==> config.mk <==
export PLATFORM = sky130hd
export DESIGN_NAME = bitonic_sort_ctrl
export DESIGN_NICKNAME = d
export VERILOG_FILES = /design/src/rtl/bitonic_pkg.sv /design/src/rtl/bitonic_route.sv /design/src/rtl/bitonic_sort_ctrl.sv
export SDC_FILE = /design/constraint.sdc
export NUM_CORES = 1
export LEC_CHECK = 0
export CAP_MARGIN = 20
export CORE_MARGIN = 2
export CORE_UTILIZATION = 48
export CTS_CLUSTER_DIAMETER = 40
export DETAILED_ROUTE_END_ITERATION = 10
export HOLD_SLACK_MARGIN = 0.15
export PLACE_DENSITY = 0.88
export SETUP_SLACK_MARGIN = 0.3
export SLEW_MARGIN = 5
export SYNTH_ARGS = -nofsm -noshare
export SYNTH_HDL_FRONTEND = slang
export SYNTH_SLANG_ARGS = --single-unit
==> constraint.sdc <==
create_clock -name clk -period 2.9 [get_ports clk]
set_input_delay 0.58 -clock clk [delete_from_list [all_inputs] [get_ports clk]]
set_output_delay 0.58 -clock clk [all_outputs]
set_load 0.01 [all_outputs]
==> src/rtl/bitonic_pkg.sv <==
// Shared types and helpers for the bitonic sort sequencer and its routing logic.
package bitonic_pkg;

    typedef enum logic [2:0] {
        IDLE,
        ISSUE,
        WAIT,
        ADV,
        OUT
    } state_e;

    // Stage/step counter width; s and j both range 0..LOG_N-1.
    localparam int unsigned LOG_N_DFLT = 3;
    localparam int unsigned CNT_W_DFLT = (LOG_N_DFLT > 1) ? $clog2(LOG_N_DFLT) : 1;

    function automatic int unsigned cnt_width(input int unsigned log_n);
        return (log_n > 1) ? $clog2(log_n) : 1;
    endfunction

    // Lower index of comparator k's pair at step j: k with a 0 bit inserted at position j.
    function automatic int unsigned pair_lo(input int unsigned k, input int unsigned j);
        int unsigned mask;
        mask = (32'd1 << j) - 32'd1;
        return ((k & ~mask) << 1) | (k & mask);
    endfunction

    // Passes in a full sort: one per (stage, step) combination.
    function automatic int unsigned num_passes(input int unsigned log_n);
        return (log_n * (log_n + 1)) / 2;
    endfunction

endpackage

==> src/rtl/bitonic_route.sv <==
// Combinational gather of element pairs into node slots and scatter of node results back.
module bitonic_route
    import bitonic_pkg::*;
#(
    parameter int unsigned DATA_WIDTH = 8,
    parameter int unsigned LOG_N      = 3,
    parameter int unsigned CNT_W      = 2
) (
    input  logic [(1 << LOG_N)*DATA_WIDTH-1:0] i_gather_src,
    input  logic [CNT_W-1:0]                   i_gather_j,
    output logic [(1 << LOG_N)*DATA_WIDTH-1:0] o_node_din,
    input  logic [(1 << LOG_N)*DATA_WIDTH-1:0] i_work,
    input  logic [(1 << LOG_N)*DATA_WIDTH-1:0] i_node_dout,
    input  logic [CNT_W-1:0]                   i_s,
    input  logic [CNT_W-1:0]                   i_j,
    output logic [(1 << LOG_N)*DATA_WIDTH-1:0] o_work_next
);

    localparam int unsigned HALF = (1 << LOG_N) / 2;

    // Gather: A of comparator k from W[lo], B from W[lo + 2**j].
    always_comb begin
        o_node_din = '0;
        for (int unsigned jj = 0; jj < LOG_N; jj++) begin
            if (i_gather_j == CNT_W'(jj)) begin
                for (int unsigned k = 0; k < HALF; k++) begin
                    o_node_din[k*DATA_WIDTH +: DATA_WIDTH] =
                        i_gather_src[pair_lo(k, jj)*DATA_WIDTH +: DATA_WIDTH];
                    o_node_din[(k+HALF)*DATA_WIDTH +: DATA_WIDTH] =
                        i_gather_src[(pair_lo(k, jj) + (32'd1 << jj))*DATA_WIDTH +: DATA_WIDTH];
                end
            end
        end
    end

    // Scatter: bit (s+1) of lo picks ascending (L low, H high) or descending placement.
    always_comb begin
        logic [DATA_WIDTH-1:0] v_h;
        logic [DATA_WIDTH-1:0] v_l;
        int unsigned           v_lo;
        int unsigned           v_hi;
        logic                  v_desc;
        v_h         = '0;
        v_l         = '0;
        v_lo        = 0;
        v_hi        = 0;
        v_desc      = 1'b0;
        o_work_next = i_work;
        for (int unsigned jj = 0; jj < LOG_N; jj++) begin
            if (i_j == CNT_W'(jj)) begin
                for (int unsigned k = 0; k < HALF; k++) begin
                    v_lo   = pair_lo(k, jj);
                    v_hi   = v_lo + (32'd1 << jj);
                    v_h    = i_node_dout[k*DATA_WIDTH +: DATA_WIDTH];
                    v_l    = i_node_dout[(k+HALF)*DATA_WIDTH +: DATA_WIDTH];
                    v_desc = ((v_lo >> (32'(i_s) + 32'd1)) & 32'd1) != 32'd0;
                    o_work_next[v_lo*DATA_WIDTH +: DATA_WIDTH] = v_desc ? v_h : v_l;
                    o_work_next[v_hi*DATA_WIDTH +: DATA_WIDTH] = v_desc ? v_l : v_h;
                end
            end
        end
    end

endmodule

==> src/rtl/bitonic_sort_ctrl.sv <==
// Bitonic sort sequencer driving one shared compare node, one pass at a time.
// Optional macro BITONIC_WDOG_EN adds a sticky err output and a node_done watchdog.
module bitonic_sort_ctrl
    import bitonic_pkg::*;
#(
    parameter int unsigned DATA_WIDTH  = 8,
    parameter int unsigned LOG_N       = 3,
    parameter int unsigned WDOG_CYCLES = 64
) (
    input  logic                                clk,
    input  logic                                reset,
    input  logic                                in_valid,
    output logic                                in_ready,
    input  logic [(1 << LOG_N)*DATA_WIDTH-1:0]  in_data,
    output logic                                out_valid,
    input  logic                                out_ready,
    output logic [(1 << LOG_N)*DATA_WIDTH-1:0]  out_data,
    output logic                                node_valid,
    output logic [(1 << LOG_N)*DATA_WIDTH-1:0]  node_din,
    input  logic                                node_done,
    input  logic [(1 << LOG_N)*DATA_WIDTH-1:0]  node_dout,
    output logic                                busy
`ifdef BITONIC_WDOG_EN
    ,
    output logic                                err
`endif
);

    localparam int unsigned VW    = (1 << LOG_N) * DATA_WIDTH;
    localparam int unsigned CNT_W = cnt_width(LOG_N);

    state_e           r_state;
    logic [CNT_W-1:0] r_s;
    logic [CNT_W-1:0] r_j;
    logic [VW-1:0]    r_work;
    logic [VW-1:0]    r_node_din;
    logic             r_node_valid;
    logic             r_in_ready;
    logic             r_out_valid;
    logic             r_busy;

    logic [CNT_W-1:0] w_j_next;
    logic [VW-1:0]    w_gather_src;
    logic [VW-1:0]    w_gather;
    logic [VW-1:0]    w_scatter;

`ifdef BITONIC_WDOG_EN
    localparam int unsigned WDOG_W = $clog2(WDOG_CYCLES + 1);
    logic [WDOG_W-1:0] r_wdog;
    logic              r_err;
    assign err = r_err;
`else
    logic w_unused_wdog;
    assign w_unused_wdog = ^32'(WDOG_CYCLES);
`endif

    // Step index of the pass about to be issued, and the vector it gathers from.
    always_comb begin
        w_j_next     = '0;
        w_gather_src = r_work;
        if (r_state == IDLE) begin
            w_gather_src = in_data;
        end else if (r_j != '0) begin
            w_j_next = r_j - CNT_W'(1);
        end else begin
            w_j_next = r_s + CNT_W'(1);
        end
    end

    bitonic_route #(
        .DATA_WIDTH (DATA_WIDTH),
        .LOG_N      (LOG_N),
        .CNT_W      (CNT_W)
    ) u_route (
        .i_gather_src (w_gather_src),
        .i_gather_j   (w_j_next),
        .o_node_din   (w_gather),
        .i_work       (r_work),
        .i_node_dout  (node_dout),
        .i_s          (r_s),
        .i_j          (r_j),
        .o_work_next  (w_scatter)
    );

    // Sequencer: load, issue/wait/advance per pass, then hold the result for the sink.
    always_ff @(posedge clk or negedge reset) begin
        if (!reset) begin
            r_state      <= IDLE;
            r_s          <= '0;
            r_j          <= '0;
            r_work       <= '0;
            r_node_din   <= '0;
            r_node_valid <= 1'b0;
            r_in_ready   <= 1'b1;
            r_out_valid  <= 1'b0;
            r_busy       <= 1'b0;
`ifdef BITONIC_WDOG_EN
            r_wdog       <= '0;
            r_err        <= 1'b0;
`endif
        end else begin
            r_node_valid <= 1'b0;
            case (r_state)
                IDLE: begin
                    if (in_valid && r_in_ready) begin
                        r_work       <= in_data;
                        r_s          <= '0;
                        r_j          <= '0;
                        r_node_din   <= w_gather;
                        r_node_valid <= 1'b1;
                        r_in_ready   <= 1'b0;
                        r_busy       <= 1'b1;
                        r_state      <= ISSUE;
                    end
                end
                ISSUE: begin
`ifdef BITONIC_WDOG_EN
                    r_wdog  <= '0;
`endif
                    r_state <= WAIT;
                end
                WAIT: begin
                    if (node_done) begin
                        r_work  <= w_scatter;
                        r_state <= ADV;
                    end
`ifdef BITONIC_WDOG_EN
                    else if (r_wdog == WDOG_W'(WDOG_CYCLES - 1)) begin
                        r_err      <= 1'b1;
                        r_in_ready <= 1'b1;
                        r_busy     <= 1'b0;
                        r_state    <= IDLE;
                    end else begin
                        r_wdog <= r_wdog + WDOG_W'(1);
                    end
`endif
                end
                ADV: begin
                    if (r_j != '0) begin
                        r_j          <= r_j - CNT_W'(1);
                        r_node_din   <= w_gather;
                        r_node_valid <= 1'b1;
                        r_state      <= ISSUE;
                    end else if (r_s < CNT_W'(LOG_N - 1)) begin
                        r_s          <= r_s + CNT_W'(1);
                        r_j          <= r_s + CNT_W'(1);
                        r_node_din   <= w_gather;
                        r_node_valid <= 1'b1;
                        r_state      <= ISSUE;
                    end else begin
                        r_out_valid <= 1'b1;
                        r_state     <= OUT;
                    end
                end
                OUT: begin
                    if (out_ready) begin
                        r_out_valid <= 1'b0;
                        r_in_ready  <= 1'b1;
                        r_busy      <= 1'b0;
                        r_state     <= IDLE;
                    end
                end
                default: r_state <= IDLE;
            endcase
        end
    end

    assign in_ready   = r_in_ready;
    assign out_valid  = r_out_valid;
    assign out_data   = r_work;
    assign node_valid = r_node_valid;
    assign node_din   = r_node_din;
    assign busy       = r_busy;

endmodule

Yosys cells after proc, flatten, opt, wreduce, memory -nomap -nowiden
Cells that the tools add are included.
{"block": "word_totals", "latch_bits": 0, "out_inout_bits": 132, "register_bits": 139, "n_memories": 0, "ramBits": 0, "mem_bits_ro": 0}
{"block": "op_classes", "shift": 7, "n_eq_ne": 16, "n_mul": 0, "reduce_logical": 15, "n_div": 0, "addsub": 3, "muxes": 57, "order_cmp": 1, "bitwise": 0}
{"cell": "$mux 64", "count": 12}
{"cell": "$pmux 64 s2", "count": 2}
{"cell": "$mux 8", "count": 16}
{"cell": "$shr 3x32->1 const A", "count": 3}
{"cell": "$shr 1x32->1 const A", "count": 2}
{"cell": "$shr 2x32->1 const A", "count": 2}
{"cell": "$mux 3", "count": 5}
{"cell": "$pmux 3 s5", "count": 1}
{"cell": "$mux 2", "count": 6}
{"cell": "$reduce_and 4->1", "count": 3}
{"cell": "$ne 2x2->1 const B", "count": 5}
{"cell": "$reduce_bool 2->1", "count": 5}
{"cell": "$mux 1", "count": 9}
{"cell": "$reduce_and 3->1", "count": 3}
{"cell": "$pmux 1 s2", "count": 4}
{"cell": "$pmux 2 s2", "count": 2}
{"cell": "$eq 3x2->1 const B", "count": 2}
{"cell": "$eq 2x1->1 const B", "count": 2}
{"cell": "$eq 2x2->1 const B", "count": 2}
{"cell": "$logic_not 2->1", "count": 2}
{"cell": "$ne 4x1->1 const B", "count": 1}
{"cell": "$add 2x1->3 const B", "count": 1}
{"cell": "$eq 3x1->1 const B", "count": 1}
{"cell": "$eq 3x3->1 const B", "count": 1}
{"cell": "other kinds (7)", "count": 7}

Logic depth before layout (Yosys ltp)
{"block": "depth", "ltp_word": 10, "ltp_mapped": 10, "depth_no_buf": 7}

Cells and area by module
From an unflattened synthesis, not the netlist that was laid out.
{"block": "unflattened", "cells_unflattened": 1159, "area_unflattened_um2": 10471.3}
{"mod": "bitonic_sort_ctrl", "seq_area_each_um2": 3479.6, "area_each_um2": 6884.1, "instances": 1, "cells_per_inst": 605}
{"mod": "bitonic_route", "seq_area_each_um2": 0.0, "area_each_um2": 3587.2, "instances": 1, "cells_per_inst": 554}

Worst setup path before layout
No wires, ideal clock.
{"block": "synth_timing", "path_type": "reg-to-reg", "start": "register r_s[1]", "end": "register r_node_din[24], in the netlist node_din[24]", "arrival_ns": 1.986, "slack_ns": 0.782, "setup_ns": 0.132, "period_less_slack_ns": 2.118, "t_required_ns": 2.768, "stages_incl_launch_ff": 11, "n_path_buf": 3, "cell_sequence": "dfrtp_1 -> buf_2 -> inv_1 -> ha_1 -> nand2b_1 -> buf_2 -> o21ai_2 -> nand3_2 -> buf_2 -> o221ai_1 -> o21ai_1"}
{"block": "synth_between", "elab_chain_cells": 10}
{"item": "start: declaration", "line_no": "bitonic_sort_ctrl.sv:33", "rtl": "logic [CNT_W-1:0] r_s;"}
{"item": "start signal: assignment", "line_no": "bitonic_sort_ctrl.sv:145", "rtl": "r_s <= r_s + CNT_W'(1);"}
{"item": "$add 2x1->2", "line_no": "bitonic_sort_ctrl.sv:66", "rtl": "w_j_next = r_s + CNT_W'(1);"}
{"item": "$mux 2", "line_no": "bitonic_sort_ctrl.sv:63", "rtl": "end else if (r_j != '0) begin"}
{"item": "$mux 2", "line_no": "bitonic_sort_ctrl.sv:61", "rtl": "if (r_state == IDLE) begin"}
{"item": "$logic_not 2->1", "line_no": "bitonic_route.sv:25", "rtl": "if (i_gather_j == CNT_W'(jj)) begin"}
{"item": "$mux 64 (3 in series)", "line_no": "bitonic_route.sv:25"}
{"item": "$mux 64", "line_no": "bitonic_sort_ctrl.sv:144", "rtl": "end else if (r_s < CNT_W'(LOG_N - 1)) begin"}
{"item": "$mux 64", "line_no": "bitonic_sort_ctrl.sv:139", "rtl": "if (r_j != '0) begin"}
{"item": "$pmux 64 s2", "line_no": "bitonic_sort_ctrl.sv:103", "rtl": "case (r_state)"}
{"item": "end signal: assignment", "line_no": "bitonic_sort_ctrl.sv:109", "rtl": "r_node_din <= w_gather;"}
{"item": "end signal: assignment", "line_no": "bitonic_sort_ctrl.sv:141", "rtl": "r_node_din <= w_gather;"}
{"item": "end signal: assignment", "line_no": "bitonic_sort_ctrl.sv:147", "rtl": "r_node_din <= w_gather;"}
{"item": "end: declaration", "line_no": "bitonic_sort_ctrl.sv:36", "rtl": "logic [VW-1:0] r_node_din;"}
Several ways; a longest one is shown, not always the timed one. The select of a mux whose other input is x is not followed.
A chain may end at the register's enable or synchronous reset.

Final worst setup path
{"block": "layout_timing", "start": "register r_j[0]", "end": "register r_work[17], in the netlist out_data[17]"}
{"block": "layout_between", "elab_chain_cells": 5}
{"item": "start: declaration", "line_no": "bitonic_sort_ctrl.sv:34", "rtl": "logic [CNT_W-1:0] r_j;"}
{"item": "start signal: assignment", "line_no": "bitonic_sort_ctrl.sv:140", "rtl": "r_j <= r_j - CNT_W'(1);"}
{"item": "start signal: assignment", "line_no": "bitonic_sort_ctrl.sv:146", "rtl": "r_j <= r_s + CNT_W'(1);"}
{"item": "$eq 2x1->1", "line_no": "bitonic_route.sv:50", "rtl": "if (i_j == CNT_W'(jj)) begin"}
{"item": "$mux 64 (2 in series)", "line_no": "bitonic_route.sv:50"}
{"item": "$mux 64", "line_no": "bitonic_sort_ctrl.sv:123", "rtl": "if (node_done) begin"}
{"item": "$pmux 64 s2", "line_no": "bitonic_sort_ctrl.sv:103"}
{"item": "end signal: assignment", "line_no": "bitonic_sort_ctrl.sv:106", "rtl": "r_work <= in_data;"}
{"item": "end signal: assignment", "line_no": "bitonic_sort_ctrl.sv:124", "rtl": "r_work <= w_scatter;"}
{"item": "end: declaration", "line_no": "bitonic_sort_ctrl.sv:35", "rtl": "logic [VW-1:0] r_work;"}
Several ways; a longest one is shown, not always the timed one. The select of a mux whose other input is x is not followed.

==> reports/results.md <==
### Setup path
* flop — CP Capture Type
* 3.20 ns — Worst EP required
* inv_2 > buf_4 > nor2_1 > a32o_1 > a2111oi_2 > buf_4 > o21ai_0 — sequence of cells on the critical path
* sky130_fd_sc_hd__dfrtp_1 — Worst path slowest cell
* 0.40 ns — R2R Setup Slk
* sky130_fd_sc_hd__buf_4 — most numerous cell on the critical path
* 3 — count of buffering cells on the critical path with inverters included
* 0.54 ns — delay contributed by the slowest stage of the critical path
* buffers and inverters — top cell family by delay on the critical path
* 18 — CP Max Fanout
* flop — Worst Setup Start Kind
* 2.80 ns — data arrival time at the worst-slack endpoint
* reg -> reg — critical path class

### STA
* 0 ns — Setup TNS Final
* 0 — number of hold violations in the final report
* 0.400 GHz — highest clock frequency the design can meet
* 0.0118 ns — worst setup skew after layout
* 0 — final-report setup violation count
* 0 — number of max-slew violations in the final report
* 0.412 — remaining max-slew budget at the tightest pin
* 2.50 ns — final critical delay including setup and external delays
* no — RSZ-0062 raised after global routing
* 0.862 — Period Utilization, post-route
* 0.881 ns — worst-margin pin slew

### Logic synthesis
* 0.390 — part of the Yosys area used for sequential elements
* sky130_fd_sc_hd__dfrtp_1 (39%), sky130_fd_sc_hd__mux2i_1 (11%), sky130_fd_sc_hd__nand2_1 (7.9%), sky130_fd_sc_hd__nor2_1 (4.9%), sky130_fd_sc_hd__o21ai_0 (4.6%) — synth top area cells
* sky130_fd_sc_hd__dfrtp_1 — cell taking the most area after synthesis
* 56 — unique cell type count in the Yosys netlist
* 1203 — synthesized netlist net count
* 8.34 um2 — mean cell area of the mapped netlist
* 0 — number of synthesized flops with an enable pin
* 139 — number of register bits inferred by synthesis
* 0.387 — top-area cell type share of the netlist area
* 8910 um2 — Synth Cell Area
* sky130_fd_sc_hd__dfrtp_1 — flip-flop cell with the highest count after synthesis
* 1.00 — proportion of synthesized flip-flops having asynchronous set or reset
* 2 — Synth Warn #
* 1068 — Synth Instances

### Floorplanning
* 18100 um2 — placeable core region
* 140 um — Die Width
* 19700 um2 — overall die area
* 0.493 — initial standard-cell utilization of the core
* 140 um — overall die height
* 265 — I/O pin count
* 49 — Core Rows

### Clock tree
* 4 — depth of the CTS H-tree
* 0.07 ns — clock input transition at the sequential cells of the worst setup and hold paths
* 139 — CTS sink cnt
* 17 — number of buffers created by CTS
* 2 — buffer levels on the longest clock path
* done — TritonCTS clock tree
* 0.43 ns — later-pin clock latency in the skew report
* sky130_fd_sc_hd__clkbuf_16 — clock root buffer
* 0 — Setup Fix Bufs, Post-CTS

### Routing
* 1455 — number of DRC markers after the initial detailed-route iteration
* 0 — ANT nets after route
* 0 — DRC violations left
* 10000 — count of vias placed by the detailed router
* 6.51 — average vias per placed instance
* 23.1 um — wire per inst
* 6 — number of search-and-repair iterations in the first detailed-routing pass
* 35.7 mm — total length of routed wires

### Global route
* 9383 — via count of the first global-routing pass
* 1 — initial antenna violation count
* 70 — largest net degree at the start of global routing
* 0 — total congestion overflow after global routing
* 0.360 — total track usage
* 54.8 mm — first-pass GRT wire length

### Placement
* 264 — Port-buffer cells
* 25.7 mm — DP HPWL
* 1.01 — global placement routability congestion

### Cells and area
* 0.0876 — fraction of layout instances using a drive strength above 1
* 3480 um2 — register area
* 0.690 — Final Core Density
* 40.0% — area growth from synthesis to layout
* 1435 — Final Net Count
* 4970 um2 — area occupied by multi-input gates
* 1424 — layout filler cell count

### Power
* 0.00513 uW — leakage
* 0.000812 V — largest voltage drop on the vdd net
* 1370 nW/um2 — PD cells

### Job
* 0 — max-capacitance violation count

### Min path
* reg -> reg — path category of the worst min-delay check

### Run status
* finished clean — run status

## kinds of logic (layout without fill, tap and decap cells)
kind of cell,count (synthesis),after routing,synth area share
compound gates,347,347,0.250
xor+xnor,3,3,0.00295
fa+ha+maj,2,2,0.00281
buf+inv,104,349,0.0559
flops,139,139,0.390
mux,115,115,0.131
other cells,0,1,0
simple gates,358,358,0.167
## worst min-delay path, cell delays in order (launching register included)
cell                      delay, ns
sky130_fd_sc_hd__dfrtp_1       0.34
sky130_fd_sc_hd__nand2_1       0.05
sky130_fd_sc_hd__o21ai_0       0.06
## path summary, 6_finish.rpt
kind | startpoint | end | depth (start not counted)
max | r_j[0]$_DFFE_PN0P_ | out_data[17]$_DFFE_PN0P_ | 7
min | node_din[56]$_DFFE_PN0P_ | node_din[56]$_DFFE_PN0P_ | 2
max reg2reg | r_j[0]$_DFFE_PN0P_ | out_data[17]$_DFFE_PN0P_ | 7
min reg2reg | node_din[56]$_DFFE_PN0P_ | node_din[56]$_DFFE_PN0P_ | 2
max in group asynchronous | reset | in_ready$_DFFE_PN1P_ | 3
min in group asynchronous | reset | node_din[3]$_DFFE_PN0P_ | 2
## placed cells by master (no fill, tap or decap), drive strengths merged, types with 6 or more instances in the layout
cell type      instances
a211oi                20
a21oi                 51
a221o                  8
a221oi                 6
a22oi                 24
a2bb2oi               16
a311oi                 7
a31oi                 49
buf                   47
clkbuf                19
clkdlybuf4s50        263
dfrtp                138
inv                   12
mux2                  16
mux2i                 99
nand2                188
nand3                  7
nand4                 16
nor2                 117
nor3                  16
o211ai                14
o21ai                118
o221ai                16
o31ai                  6
## timing repair
item,4_1_cts,5_1_grt
endpoints found under the setup margin,1,2
hold buffers,1,0
cloned,0,0
hold endpoints to repair,31,0
gates resized for setup,1,2
## layout make-up
| class | instances | share of cell area |
|---|---|---|
| tap | 229 | 0.0230 |
| antenna | 1 | 0.000201 |
| inverter | 6 | 0.00181 |
| clock inverter | 13 | 0.0161 |
| timing repair buffer | 311 | 0.245 |
| sequential | 139 | 0.279 |
| clock buffer | 19 | 0.0363 |
| multi-input combinational | 825 | 0.398 |
## state kept, by name (all words and copies together) (netlist names)
register    flops
out_data       64
in_ready        1
out_valid       1
node_din       64
r_state         3
r_s             2
node_valid      1
busy            1
r_j             2
## synthesized netlist by cell type (all sizes together), types with 4 or more instances
cell and n:
a211oi 20, a21o 4, a21oi 51, a221o 8, a221oi 6, a22oi 24
a2bb2oi 16, a311oi 7, a31oi 49, buf 58, clkbuf 40, dfrtp 138
inv 6, mux2 16, mux2i 99, nand2 188, nand3 7, nand4 16
nor2 117, nor3 16, o211ai 14, o21ai 118, o221ai 16, o31ai 6
## routing by layer
metal  routed length [um]  up-vias  part of all wire  track usage
met5                    0        -                 0            0
met4                 1630        0             0.046        0.139
met3                 4530      140              0.13       0.0933
met2                16400      828              0.46        0.574
met1                13200     4697              0.37        0.473
li1                     -     4382                 -            -
## metrics by stage
step | instance area, um2 | power (uW) | instances | hold WS (ns) | setup slack [ns]
final | 12500 | 17100 | 1543 | 0.483 | 0.400
after global routing | 12500 | 18000 | 1542 | 0.505 | 0.338
after CTS | 12500 | 16800 | 1542 | 0.484 | 0.332
after detailed placement | 11800 | 14300 | 1509 | 0.471 | 0.244
after global placement | 11800 | 14100 | 1509 | 0.464 | 0.310
after floorplan | 8910 | 10000 | 1068 | 0.284 | 0.782
## report_power, final
part	switching [uW]	internal (uW)	total [uW]
clock network	927	1510	2440
registers	1030	2920	3950
logic	6070	4650	10700
Power figures use the tool's default switching activity.
